`src/rtl/bcd_updown_counter_pkg.sv`:
```
// ============================================================================
// bcd_updown_counter_pkg : digit limits shared by the BCD counter block
// Revision: 1.0
// ============================================================================
`default_nettype none

package bcd_updown_counter_pkg;

    localparam logic [3:0] BCD_MAX_DIGIT = 4'd9;
    localparam logic [3:0] BCD_MIN_DIGIT = 4'd0;

endpackage

`default_nettype wire

```
`src/rtl/bcd_updown_counter_if.sv`:
```
// ============================================================================
// bcd_updown_counter_if : control inputs and count outputs of the BCD counter
// Revision: 1.0
// ============================================================================
`default_nettype none

interface bcd_updown_counter_if;

    logic       en;
    logic       up;
    logic       step;
    logic       load;
    logic [7:0] load_val;
    logic [7:0] count;
    logic       tc;
    logic       err;

    modport master (
        output en, up, step, load, load_val,
        input  count, tc, err
    );

    modport slave (
        input  en, up, step, load, load_val,
        output count, tc, err
    );

endinterface

`default_nettype wire

```
`src/rtl/bcd_updown_counter_t_ff.sv`:
```
// ============================================================================
// T_FF : toggle flip-flop with synchronous active-low reset
// Revision: 1.0
// ============================================================================
`default_nettype none

module T_FF (
    input  wire logic clk,
    input  wire logic rstn,
    input  wire logic t,
    output logic      q
);

    always_ff @(posedge clk) begin
        if (!rstn) begin
            q <= 1'b0;
        end else if (t) begin
            q <= ~q;
        end
    end

endmodule

`default_nettype wire

```
`src/rtl/bcd_updown_counter.sv`:
```
// ============================================================================
// bcd_updown_counter : two-digit BCD up/down counter held in toggle flops
// Revision: 1.0
// ============================================================================
`default_nettype none

module bcd_updown_counter
    import bcd_updown_counter_pkg::*;
(
    input  wire logic           clk,
    input  wire logic           rstn,
    bcd_updown_counter_if.slave bus
);

    logic [7:0] count;
    logic [7:0] target;
    logic [7:0] toggle;
    logic [7:0] adv_val;
    logic [7:0] load_fix;
    logic       load_bad;
    logic       pulse;
    logic       step_d;
    logic       err;

    logic [3:0] ones;
    logic [3:0] tens;

    assign ones  = count[3:0];
    assign tens  = count[7:4];
    assign pulse = bus.step & ~step_d;

    // Out-of-range digits are replaced by zero and flagged.
    always_comb begin
        load_fix = bus.load_val;
        load_bad = 1'b0;
        if (bus.load_val[3:0] > BCD_MAX_DIGIT) begin
            load_fix[3:0] = BCD_MIN_DIGIT;
            load_bad      = 1'b1;
        end
        if (bus.load_val[7:4] > BCD_MAX_DIGIT) begin
            load_fix[7:4] = BCD_MIN_DIGIT;
            load_bad      = 1'b1;
        end
    end

    always_comb begin
        adv_val = count;
        if (bus.up) begin
            if (ones >= BCD_MAX_DIGIT) begin
                adv_val[3:0] = BCD_MIN_DIGIT;
                adv_val[7:4] = (tens >= BCD_MAX_DIGIT) ? BCD_MIN_DIGIT : tens + 4'd1;
            end else begin
                adv_val[3:0] = ones + 4'd1;
            end
        end else begin
            if (ones == BCD_MIN_DIGIT || ones > BCD_MAX_DIGIT) begin
                adv_val[3:0] = BCD_MAX_DIGIT;
                adv_val[7:4] = (tens == BCD_MIN_DIGIT || tens > BCD_MAX_DIGIT)
                               ? BCD_MAX_DIGIT : tens - 4'd1;
            end else begin
                adv_val[3:0] = ones - 4'd1;
            end
        end
    end

    always_comb begin
        target = count;
        if (bus.load) begin
            target = load_fix;
        end else if (bus.en && pulse) begin
            target = adv_val;
        end
    end

    assign toggle = count ^ target;

    generate
        for (genvar i = 0; i < 8; i++) begin : g_tff
            T_FF u_tff (
                .clk  (clk),
                .rstn (rstn),
                .t    (toggle[i]),
                .q    (count[i])
            );
        end
    endgenerate

    // step_d tracks step every cycle so masked rising edges are consumed.
    always_ff @(posedge clk) begin
        if (!rstn) begin
            step_d <= 1'b0;
            err    <= 1'b0;
        end else begin
            step_d <= bus.step;
            if (bus.load) begin
                err <= load_bad;
            end
        end
    end

    assign bus.count = count;
    assign bus.err   = err;
    assign bus.tc    = bus.up ? (count == {BCD_MAX_DIGIT, BCD_MAX_DIGIT})
                              : (count == {BCD_MIN_DIGIT, BCD_MIN_DIGIT});

endmodule

`default_nettype wire

```
`src/flat_wrapper.sv`:
```
// flat-port wrapper written by rule: the top's interface ports become plain ports
module bcd_updown_counter_flat import bcd_updown_counter_pkg::*;
  (clk, rstn, bus_en, bus_up, bus_step, bus_load, bus_load_val, bus_count, bus_tc, bus_err);
  bcd_updown_counter_if bus_i ();
  input  wire logic clk;
  input  wire logic rstn;
  input wire logic [$bits(bus_i.en)-1:0] bus_en;
  input wire logic [$bits(bus_i.up)-1:0] bus_up;
  input wire logic [$bits(bus_i.step)-1:0] bus_step;
  input wire logic [$bits(bus_i.load)-1:0] bus_load;
  input wire logic [$bits(bus_i.load_val)-1:0] bus_load_val;
  output wire logic [$bits(bus_i.count)-1:0] bus_count;
  output wire logic [$bits(bus_i.tc)-1:0] bus_tc;
  output wire logic [$bits(bus_i.err)-1:0] bus_err;
  assign bus_i.en = bus_en;
  assign bus_i.up = bus_up;
  assign bus_i.step = bus_step;
  assign bus_i.load = bus_load;
  assign bus_i.load_val = bus_load_val;
  assign bus_count = bus_i.count;
  assign bus_tc = bus_i.tc;
  assign bus_err = bus_i.err;
  bcd_updown_counter u_core (.clk(clk), .rstn(rstn), .bus(bus_i));
endmodule
```
`config.mk`:
```
export PLATFORM = sky130hd
export DESIGN_NAME = bcd_updown_counter_flat
export DESIGN_NICKNAME = d
export VERILOG_FILES = /design/src/rtl/bcd_updown_counter_pkg.sv /design/src/rtl/bcd_updown_counter_if.sv /design/src/rtl/bcd_updown_counter_t_ff.sv /design/src/rtl/bcd_updown_counter.sv /design/src/flat_wrapper.sv
export SDC_FILE = /design/constraint.sdc
export NUM_CORES = 1
export LEC_CHECK = 0
export ABC_CLOCK_PERIOD_IN_PS = 5500
export CAP_MARGIN = 20
export CORE_MARGIN = 5
export CORE_UTILIZATION = 53
export DETAILED_ROUTE_END_ITERATION = 7
export PLACE_DENSITY = 0.88
export REMOVE_ABC_BUFFERS = 1
export SLEW_MARGIN = 20
export SYNTH_ARGS = -nofsm -noshare
export SYNTH_HDL_FRONTEND = slang
export SYNTH_SLANG_ARGS = --single-unit
```
`constraint.sdc`:
```
create_clock -name clk -period 5.5 [get_ports clk]
set_input_delay 1.1 -clock clk [delete_from_list [all_inputs] [get_ports clk]]
set_output_delay 1.1 -clock clk [all_outputs]
set_load 0.02 [all_outputs]
```
==> flow_metrics.tcl, run 1 <==
set metrics [dict create \
    yosysWarnings 0 \
    rows 16 \
    final_cell_mix "clkdlybuf4s50_1, o21ai_0, nor2_1, dfxtp_1, inv_1" \
    grt_start_max_net_pins 19 \
    power.total_uw 227 \
    min-delay-start "u_core.bus.err" \
    synth_top_area_share_pct 19.4 \
    insertion_delay_ns 0.27 \
    die_x_um 54.2 \
    cts_buffer_depth 2 \
    nFillCells 183 \
    required_ns 4.40 \
    cts_setup_buffers 0 \
    netlist_area_um2 1030 \
    slew_headroom_pct 62.8 \
    crit_chain "clkdlybuf4s50_1 > nor4b_1 > a31oi_1 > nor3_1 > clkdlybuf4s50_1" \
    area.growth.synth_to_final_pct 18.5 \
    cp-startpoint "bus_up" \
    io_buffers 23 \
    finClkSkew_ns 0.000602 \
    cts_max_level 1 \
    finalHoldViolations 0 \
    fin_nets 174 \
    drtIter0Drc 45 \
    synth_top_family_by_area "compound AO/OA/AOI/OAI gates" \
    n_antenna_cell 0 \
    post_cts_resized 0 \
    p_sw_uw 83.9 \
    grt_use_total_pct 19.2 \
    netSwitchingFraction_pct 36.9 \
    synth_mux_area_share_pct 0.969 \
    wire_per_inst_um 14.7 \
    multi_input_area_um2 704 \
    yosys.cell_types.count 42 \
    internal_power_uw 143 \
    antenna_found_initial 0 \
    syn_inst 142 \
    arrival_ns 3.04 \
    cts_hold_buffers 0 \
    place.gp.congestion 0.900 \
    grt_pass1_wl_um 4150 \
    tns_ns 0 \
    ant_nets 0 \
    ys.flop_type "dfxtp_1" \
    grt-ovfl-total 0 \
    layout_commonest_cell "clkdlybuf4s50_1" \
    die_area_um2 2930 \
    max_freq_mhz 241 \
    async_flop_share_pct 0 \
    cts-root-buf "clkbuf_4" \
    hold_class "register to register" \
    clockPowerShare_pct 22.4 \
    synthSimpleGateAreaFrac_pct 23.1 \
    synth_largest_area_cell "dfxtp_1" \
    synth_edf_count 0 \
    run_status "completed" \
    setup_viol 0 \
    p_seq_share_pct 38.6 \
    p_per_area_nw_per_um2 186 \
    cpMostUsedCell "clkdlybuf4s50_1" \
    fin_crit_ns 4.14 \
    first_pass_iters 4 \
    synth_xor_xnor_area_share_pct 0.847 \
    initial_core_util_pct 54.3 \
    timing.rr.start "u_core.g_tff[1].u_tff.q" \
    critPathCaptureType "output pin" \
    clkSinkCount 10 \
    ys_seq_area_share_pct 19.4 \
    irDropWorstVdd_v 0.000150 \
    synth-compound-area-share_pct 34.7 \
    cts_buffers 3 \
    drive_gt1_share_pct 3.97 \
    synthAdderAreaFrac_pct 8.47 \
    cts_tree "done" \
    wl_um 2620 \
    drc 0 \
    regArea_um2 200 \
    cts.clk_slew.worst_paths_ns 0.06 \
    p_leak_nw 0.460 \
    synth.top_cells.by_area "dfxtp_1, ha_1, o21ai_0" \
    dp_hpwl_um 1940 \
    worstPathMaxFanout 17 \
    tightest_slew_ns 0.557 \
    critical_path_class "input port to output pin" \
    slowest_delay_ns 0.70 \
    slew_violations 0 \
    maxCapViolCount 0 \
    startpoint_type "input port" \
    p_comb_share_pct 38.9 \
    pin_count 24 \
    fin_crit_sh_pct 75.3 \
    grt_pass1_vias 968 \
    design.core.area_um2 1900 \
    num_vias 1076 \
    synth_seq_cells 10 \
    grt_setup_unrepaired "false" \
    die_h_um 54.2 \
    synth.avg_cell_area_um2 7.28 \
    vias_per_cell 6.04 \
    critPathSlowestCell "clkdlybuf4s50_1" \
]
==> worst max-delay path: cells and delay by family <==
family | cells | cell delay [ns]
buffers and inverters | 2 | 1.33
AND/OR/NAND/NOR | 2 | 0.55
AO/OA/AOI/OAI | 1 | 0.06
==> stage by stage <==
stage	utilization [%]	cell area, µm²	worst slack, ns	hold slack, ns	instances
global route	64.4	1220	1.15	0.611	178
detailed placement	63.2	1200	1.39	0.542	175
finish	64.4	1220	1.36	0.565	178
floorplan	-	938	2.52	0.593	125
CTS	64.4	1220	1.38	0.559	178
global placement	63.2	1200	1.42	0.539	175
==> synthesized netlist by cell type (all sizes together) (3+ instances only) <==
master / n
a21oi: 10
a311oi: 3
a31oi: 6
and3: 3
buf: 9
clkbuf: 8
dfxtp: 10
ha: 7
inv: 9
nand2: 8
nand2b: 3
nand3: 5
nor2: 10
nor3: 3
o2111ai: 3
o21ai: 14
o21bai: 3
==> area by class of cell <==
cell class / count / share of cell area (%)
sequential: 10 / 16.3
timing repair buffer: 23 / 18.8
clock buffer: 3 / 1.84
multi-input combinational: 106 / 57.5
inverter: 9 / 2.76
tap: 27 / 2.76
==> power groups by stage <==
| stage | combinational, mW | clock, mW | sequential, mW |
|---|---|---|---|
| after global placement | 0.0857 | 0 | 0.0887 |
| after global routing | 0.0962 | 0.0538 | 0.0890 |
| after CTS | 0.0878 | 0.0513 | 0.0876 |
| final | 0.0885 | 0.0509 | 0.0879 |
| after detailed placement | 0.0871 | 0 | 0.0891 |
| after floorplan | 0.0471 | 0 | 0.0925 |
==> flip-flops by register name (all words and copies together) (netlist names) <==
name                  cells
u_core.g_tff.u_tff.q      8
u_core.bus.err            1
u_core.step_d             1
==> cell families after synthesis <==
kind of cell	Yosys count
muxes	1
xor gates and xnor gates	1
buffers and inverters	26
AOI/OAI and AO/OA	53
DFF	10
and+or+nand+nor	44
adders and majority gates	7
==> final timing paths <==
path	to	cells past startpoint	slack (ns)
setup / recovery	bus_tc	5	1.36
hold / removal	u_core.bus.err	2	0.57
setup reg to reg	u_core.g_tff[5].u_tff.q	7	3.46
hold reg to reg	u_core.bus.err	2	0.57
==> metal layers <==
| metal | global-route usage (%) | vias up | share of wire [%] |
|---|---|---|---|
| met1 | 24.5 | 494 | 45 |
| met3 | 2.22 | 5 | 6.5 |
| met2 | 30.1 | 38 | 47 |
| li1 | - | 539 | - |
| met5 | 0 | - | 0 |
| met4 | 12.0 | 0 | 2.2 |
Power figures use the tool's default switching activity.
==> run 2: changes to the inputs <==
--- a/config.mk
+++ b/config.mk
@@ -5,12 +5,12 @@
 export SDC_FILE = /design/constraint.sdc
 export NUM_CORES = 1
 export LEC_CHECK = 0
-export ABC_CLOCK_PERIOD_IN_PS = 5500
+export ABC_CLOCK_PERIOD_IN_PS = 3400
 export CAP_MARGIN = 20
 export CORE_MARGIN = 5
-export CORE_UTILIZATION = 53
+export CORE_UTILIZATION = 45
 export DETAILED_ROUTE_END_ITERATION = 7
-export PLACE_DENSITY = 0.88
+export PLACE_DENSITY = 0.8
 export REMOVE_ABC_BUFFERS = 1
 export SLEW_MARGIN = 20
 export SYNTH_ARGS = -nofsm -noshare
==> constraint.sdc (replaced) <==
create_clock -name clk -period 3.4 [get_ports clk]
set_input_delay 0.68 -clock clk [delete_from_list [all_inputs] [get_ports clk]]
set_output_delay 0.68 -clock clk [all_outputs]
set_load 0.02 [all_outputs]
==> flow_metrics.tcl, run 2 (synthesis gave the netlist of run 1 again) <==
set metrics [dict create \
    io_buffers 23 \
    fin_crit_sh_pct 86.7 \
    area.growth.synth_to_final_pct 20.7 \
    drc 0 \
    reg.largest.list "u_core.g_tff.u_tff.q: 8 flops, u_core.bus.err: 1 flops, u_core.step_d: 1 flops" \
    internal_power_uw 257 \
    fin_nets 175 \
    layout_commonest_cell "clkdlybuf4s50_1" \
    tightest_slew_ns 0.560 \
    cts_tree "done" \
    final_cell_mix "clkdlybuf4s50_1, o21ai_0, nor2_1, dfxtp_1, inv_1" \
    clockPowerShare_pct 27.2 \
    drive_gt1_share_pct 5.23 \
    netSwitchingFraction_pct 34.4 \
    dpl.cell_count 177 \
    n_antenna_cell 0 \
    cts_max_level 1 \
    p_leak_nw 0.472 \
    initial_core_util_pct 46.7 \
    grt_use_total_pct 16.0 \
    num_vias 1116 \
    antenna_found_initial 0 \
    power.total_uw 391 \
    clkSinkCount 10 \
    grt-ovfl-total 0 \
    max_freq_mhz 339 \
    arrival_ns 2.27 \
    vias_per_cell 6.17 \
    first_pass_iters 4 \
    slew_violations 0 \
    grt_pass1_vias 1077 \
    drtIter0Drc 40 \
    hold_class "register to register" \
    wire_per_inst_um 14.1 \
    p_comb_share_pct 36.5 \
    p_sw_uw 135 \
    run_status "completed" \
    maxCapViolCount 0 \
    grt_start_max_net_pins 19 \
    cts_setup_buffers 0 \
    cts-root-buf "clkbuf_4" \
    finalWorstSetupSlack_ns 0.453 \
    dp_slack_ns 0.475 \
    setup_viol 0 \
    required_ns 2.72 \
    die_x_um 57.9 \
    post_cts_resized 0 \
    p_per_area_nw_per_um2 314 \
    critPathCaptureType "output pin" \
    design.core.area_um2 2210 \
    die_h_um 57.9 \
    insertion_delay_ns 0.26 \
    rows 17 \
    die_area_um2 3360 \
    grt_setup_unrepaired "false" \
    wl_um 2560 \
    grt_pass1_wl_um 4490 \
    fin_crit_ns 2.95 \
    largest_reg_flops 8 \
    critical_path_class "input port to output pin" \
    ant_nets 0 \
    startpoint_type "input port" \
    finalHoldViolations 0 \
    cts_hold_buffers 0 \
    slew_headroom_pct 62.6 \
    layoutNonFillerInstCount 181 \
    dp_hpwl_um 1990 \
    tns_ns 0 \
    cts_buffer_depth 2 \
    regMostFlops "u_core.g_tff.u_tff.q" \
    pin_count 24 \
    cts.clk_slew.worst_paths_ns 0.07 \
    finClkSkew_ns 0.00292 \
    cts_buffers 3 \
    place.gp.congestion 0.902 \
    worstPathMaxFanout 2 \
    irDropWorstVdd_v 0.000215 \
    p_seq_share_pct 36.2 \
]
==> run 2: worst paths after layout <==
kind,slack [ns],startpoint,cells after the start,to
setup / recovery,0.45,bus_up,5,bus_tc
hold reg to reg,0.58,u_core.bus.err,2,u_core.bus.err
setup reg to reg,1.32,u_core.g_tff[1].u_tff.q,7,u_core.g_tff[5].u_tff.q
hold / removal,0.58,u_core.bus.err,2,u_core.bus.err
==> run 2: power by group through the flow <==
| stage | Sequential, mW | Clock [mW] | Combinational (mW) |
|---|---|---|---|
| global placement | 0.144 | 0 | 0.141 |
| CTS | 0.142 | 0.108 | 0.142 |
| detailed placement | 0.145 | 0 | 0.141 |
| floorplan | 0.150 | 0 | 0.0763 |
| finish | 0.142 | 0.107 | 0.143 |
| global route | 0.145 | 0.113 | 0.156 |
==> run 2: area by class of cell <==
cell class / instances / area, µm²
Clock buffer: 4 / 36.3
Inverter: 9 / 33.8
Timing Repair Buffer: 24 / 238
Multi-Input combinational cell: 106 / 704
Sequential cell: 10 / 200
Tap cell: 28 / 35.0
Fill cell: 221 / 965
==> run 2: layer usage <==
layer | global-route usage (%) | wire length, µm | part of all wire, %
met5 | 0 | 0 | 0
met4 | 3.97 | 7 | 0.27
met3 | 2.23 | 195 | 7.6
met2 | 27.4 | 1200 | 47
met1 | 20.9 | 1150 | 45
==> run 2: critical path, stage by stage <==
cell	delay, ns
clkdlybuf4s50_1	0.43
nor4b_1	0.31
a31oi_1	0.07
nor3_1	0.15
clkdlybuf4s50_1	0.63
==> run 2: metrics by stage <==
| step | utilization, % | instance area (µm²) | hold WS (ns) |
|---|---|---|---|
| final | 56.4 | 1250 | 0.577 |
| after global routing | 56.4 | 1250 | 0.614 |
| after CTS | 56.4 | 1250 | 0.577 |
| after detailed placement | 54.8 | 1210 | 0.560 |
| after global placement | 54.8 | 1210 | 0.535 |
| after floorplan | - | 938 | 0.593 |
==> run 3: changes to the inputs <==
--- a/config.mk
+++ b/config.mk
@@ -7,7 +7,6 @@
 export LEC_CHECK = 0
 export ABC_CLOCK_PERIOD_IN_PS = 3400
 export CAP_MARGIN = 20
-export CORE_MARGIN = 5
 export CORE_UTILIZATION = 45
 export DETAILED_ROUTE_END_ITERATION = 7
 export PLACE_DENSITY = 0.8
==> flow_metrics.tcl, run 3 (synthesis gave the netlist of run 1 again) <==
set metrics [dict create \
    pin_count 24 \
    irDropWorstVdd_v 0.000238 \
    drc 0 \
    drtIter0Drc 67 \
    worstPathMaxFanout 16 \
    critPathCaptureType "output pin" \
    cts_buffer_depth 2 \
    vias_per_cell 6.17 \
    slew_violations 0 \
    ant_nets 0 \
    grt_pass1_vias 1001 \
    drive_gt1_share_pct 5.23 \
    crit_chain "clkdlybuf4s50_1 > buf_4 > a31oi_1 > nor3_1 > clkdlybuf4s50_1" \
    dpl.cell_count 176 \
    cts_setup_buffers 0 \
    fin_nets 175 \
    dp_slack_ns 0.474 \
    p_leak_nw 0.472 \
    grt_pass1_wl_um 4440 \
    arrival_ns 2.26 \
    finalHoldViolations 0 \
    required_ns 2.72 \
    cts-root-buf "clkbuf_4" \
    critical_path_class "input port to output pin" \
    initial_core_util_pct 50.1 \
    cts_buffers 3 \
    num_vias 1110 \
    die_x_um 49.9 \
    place.gp.congestion 0.833 \
    area.growth.synth_to_final_pct 20.6 \
    grt-ovfl-total 0 \
    finalWorstSetupSlack_ns 0.460 \
    cts.clk_slew.worst_paths_ns 0.07 \
    slew_headroom_pct 63.9 \
    tightest_slew_ns 0.540 \
    io_buffers 23 \
    final_cell_mix "clkdlybuf4s50_1, o21ai_0, nor2_1, dfxtp_1, inv_1" \
    hold_class "register to register" \
    cts_tree "done" \
    cts_max_level 1 \
    regMostFlops "u_core.g_tff.u_tff.q" \
    clkSinkCount 10 \
    die_area_um2 2490 \
    dp_hpwl_um 1990 \
    insertion_delay_ns 0.26 \
    first_pass_iters 5 \
    maxCapViolCount 0 \
    critPathSlowestCell "clkdlybuf4s50_1" \
    fin_util_pct 60.4 \
    rows 16 \
    largest_reg_flops 8 \
    fin_crit_sh_pct 86.5 \
    die_h_um 49.9 \
    post_cts_resized 0 \
    p_per_area_nw_per_um2 317 \
    reg.largest.list "u_core.g_tff.u_tff.q: 8 flops, u_core.bus.err: 1 flops, u_core.step_d: 1 flops" \
    layoutNonFillerInstCount 180 \
    startpoint_type "input port" \
    finClkSkew_ns 0.00158 \
    cts_hold_buffers 0 \
    fin_crit_ns 2.94 \
    grt_start_max_net_pins 19 \
    wire_per_inst_um 14.9 \
    cpMostUsedCell "clkdlybuf4s50_1" \
    grt_setup_unrepaired "false" \
    design.core.area_um2 2060 \
    slowest_delay_ns 0.63 \
    max_freq_mhz 340 \
    tns_ns 0 \
    layout_commonest_cell "clkdlybuf4s50_1" \
    grt_use_total_pct 22.9 \
    setup_viol 0 \
    antenna_found_initial 0 \
    run_status "completed" \
    wl_um 2690 \
    n_antenna_cell 0 \
]
-- run 3: cell counts in the layout (fill, tap and decap cells not counted) --
Identical to the previous run, type by type.
-- run 3: worst paths after layout --
path | from | to | slack, ns | depth (start not counted)
worst max register to register | u_core.g_tff[1].u_tff.q | u_core.g_tff[5].u_tff.q | 1.28 | 7
worst max-delay path | bus_up | bus_tc | 0.46 | 5
worst min-delay path | u_core.bus.err | u_core.bus.err | 0.56 | 2
worst min register to register | u_core.bus.err | u_core.bus.err | 0.56 | 2
-- run 3: worst max-delay path: cells and delay by family --
family,cells,cell delay [ns]
AO/OA/AOI/OAI,1,0.11
buffers and inverters,3,1.32
AND/OR/NAND/NOR,1,0.15
-- run 3: power breakdown --
group,switching [mW],leakage [nW],total [mW],internal (mW)
combinational,0.0785,0.369,0.145,0.0664
sequential,0.0170,0.0826,0.142,0.125
clock,0.0431,0.0210,0.108,0.0650
-- run 3: area by class of cell --
type | count | area [µm²]
fill | 206 | 816
sequential | 10 | 200
inverter | 9 | 33.8
clock buffer | 4 | 36.3
timing repair buffer | 24 | 238
multi-input combinational | 106 | 704
tap | 27 | 33.8
-- run 3: metrics by stage --
stage	total power [mW]	cell area (µm²)	hold slack [ns]
after global placement	0.285	1210	0.534
after global routing	0.418	1250	0.576
final	0.395	1250	0.557
after CTS	0.395	1250	0.555
after floorplan	0.226	938	0.593
after detailed placement	0.287	1210	0.540
-- run 3: per-layer routing --
metal	share of wire, %	vias up	GRT usage (%)
li1	-	546	-
met1	48	515	32.2
met3	4.1	6	0.926
met5	0	-	0
met2	47	43	37.8
met4	1.2	0	5.71
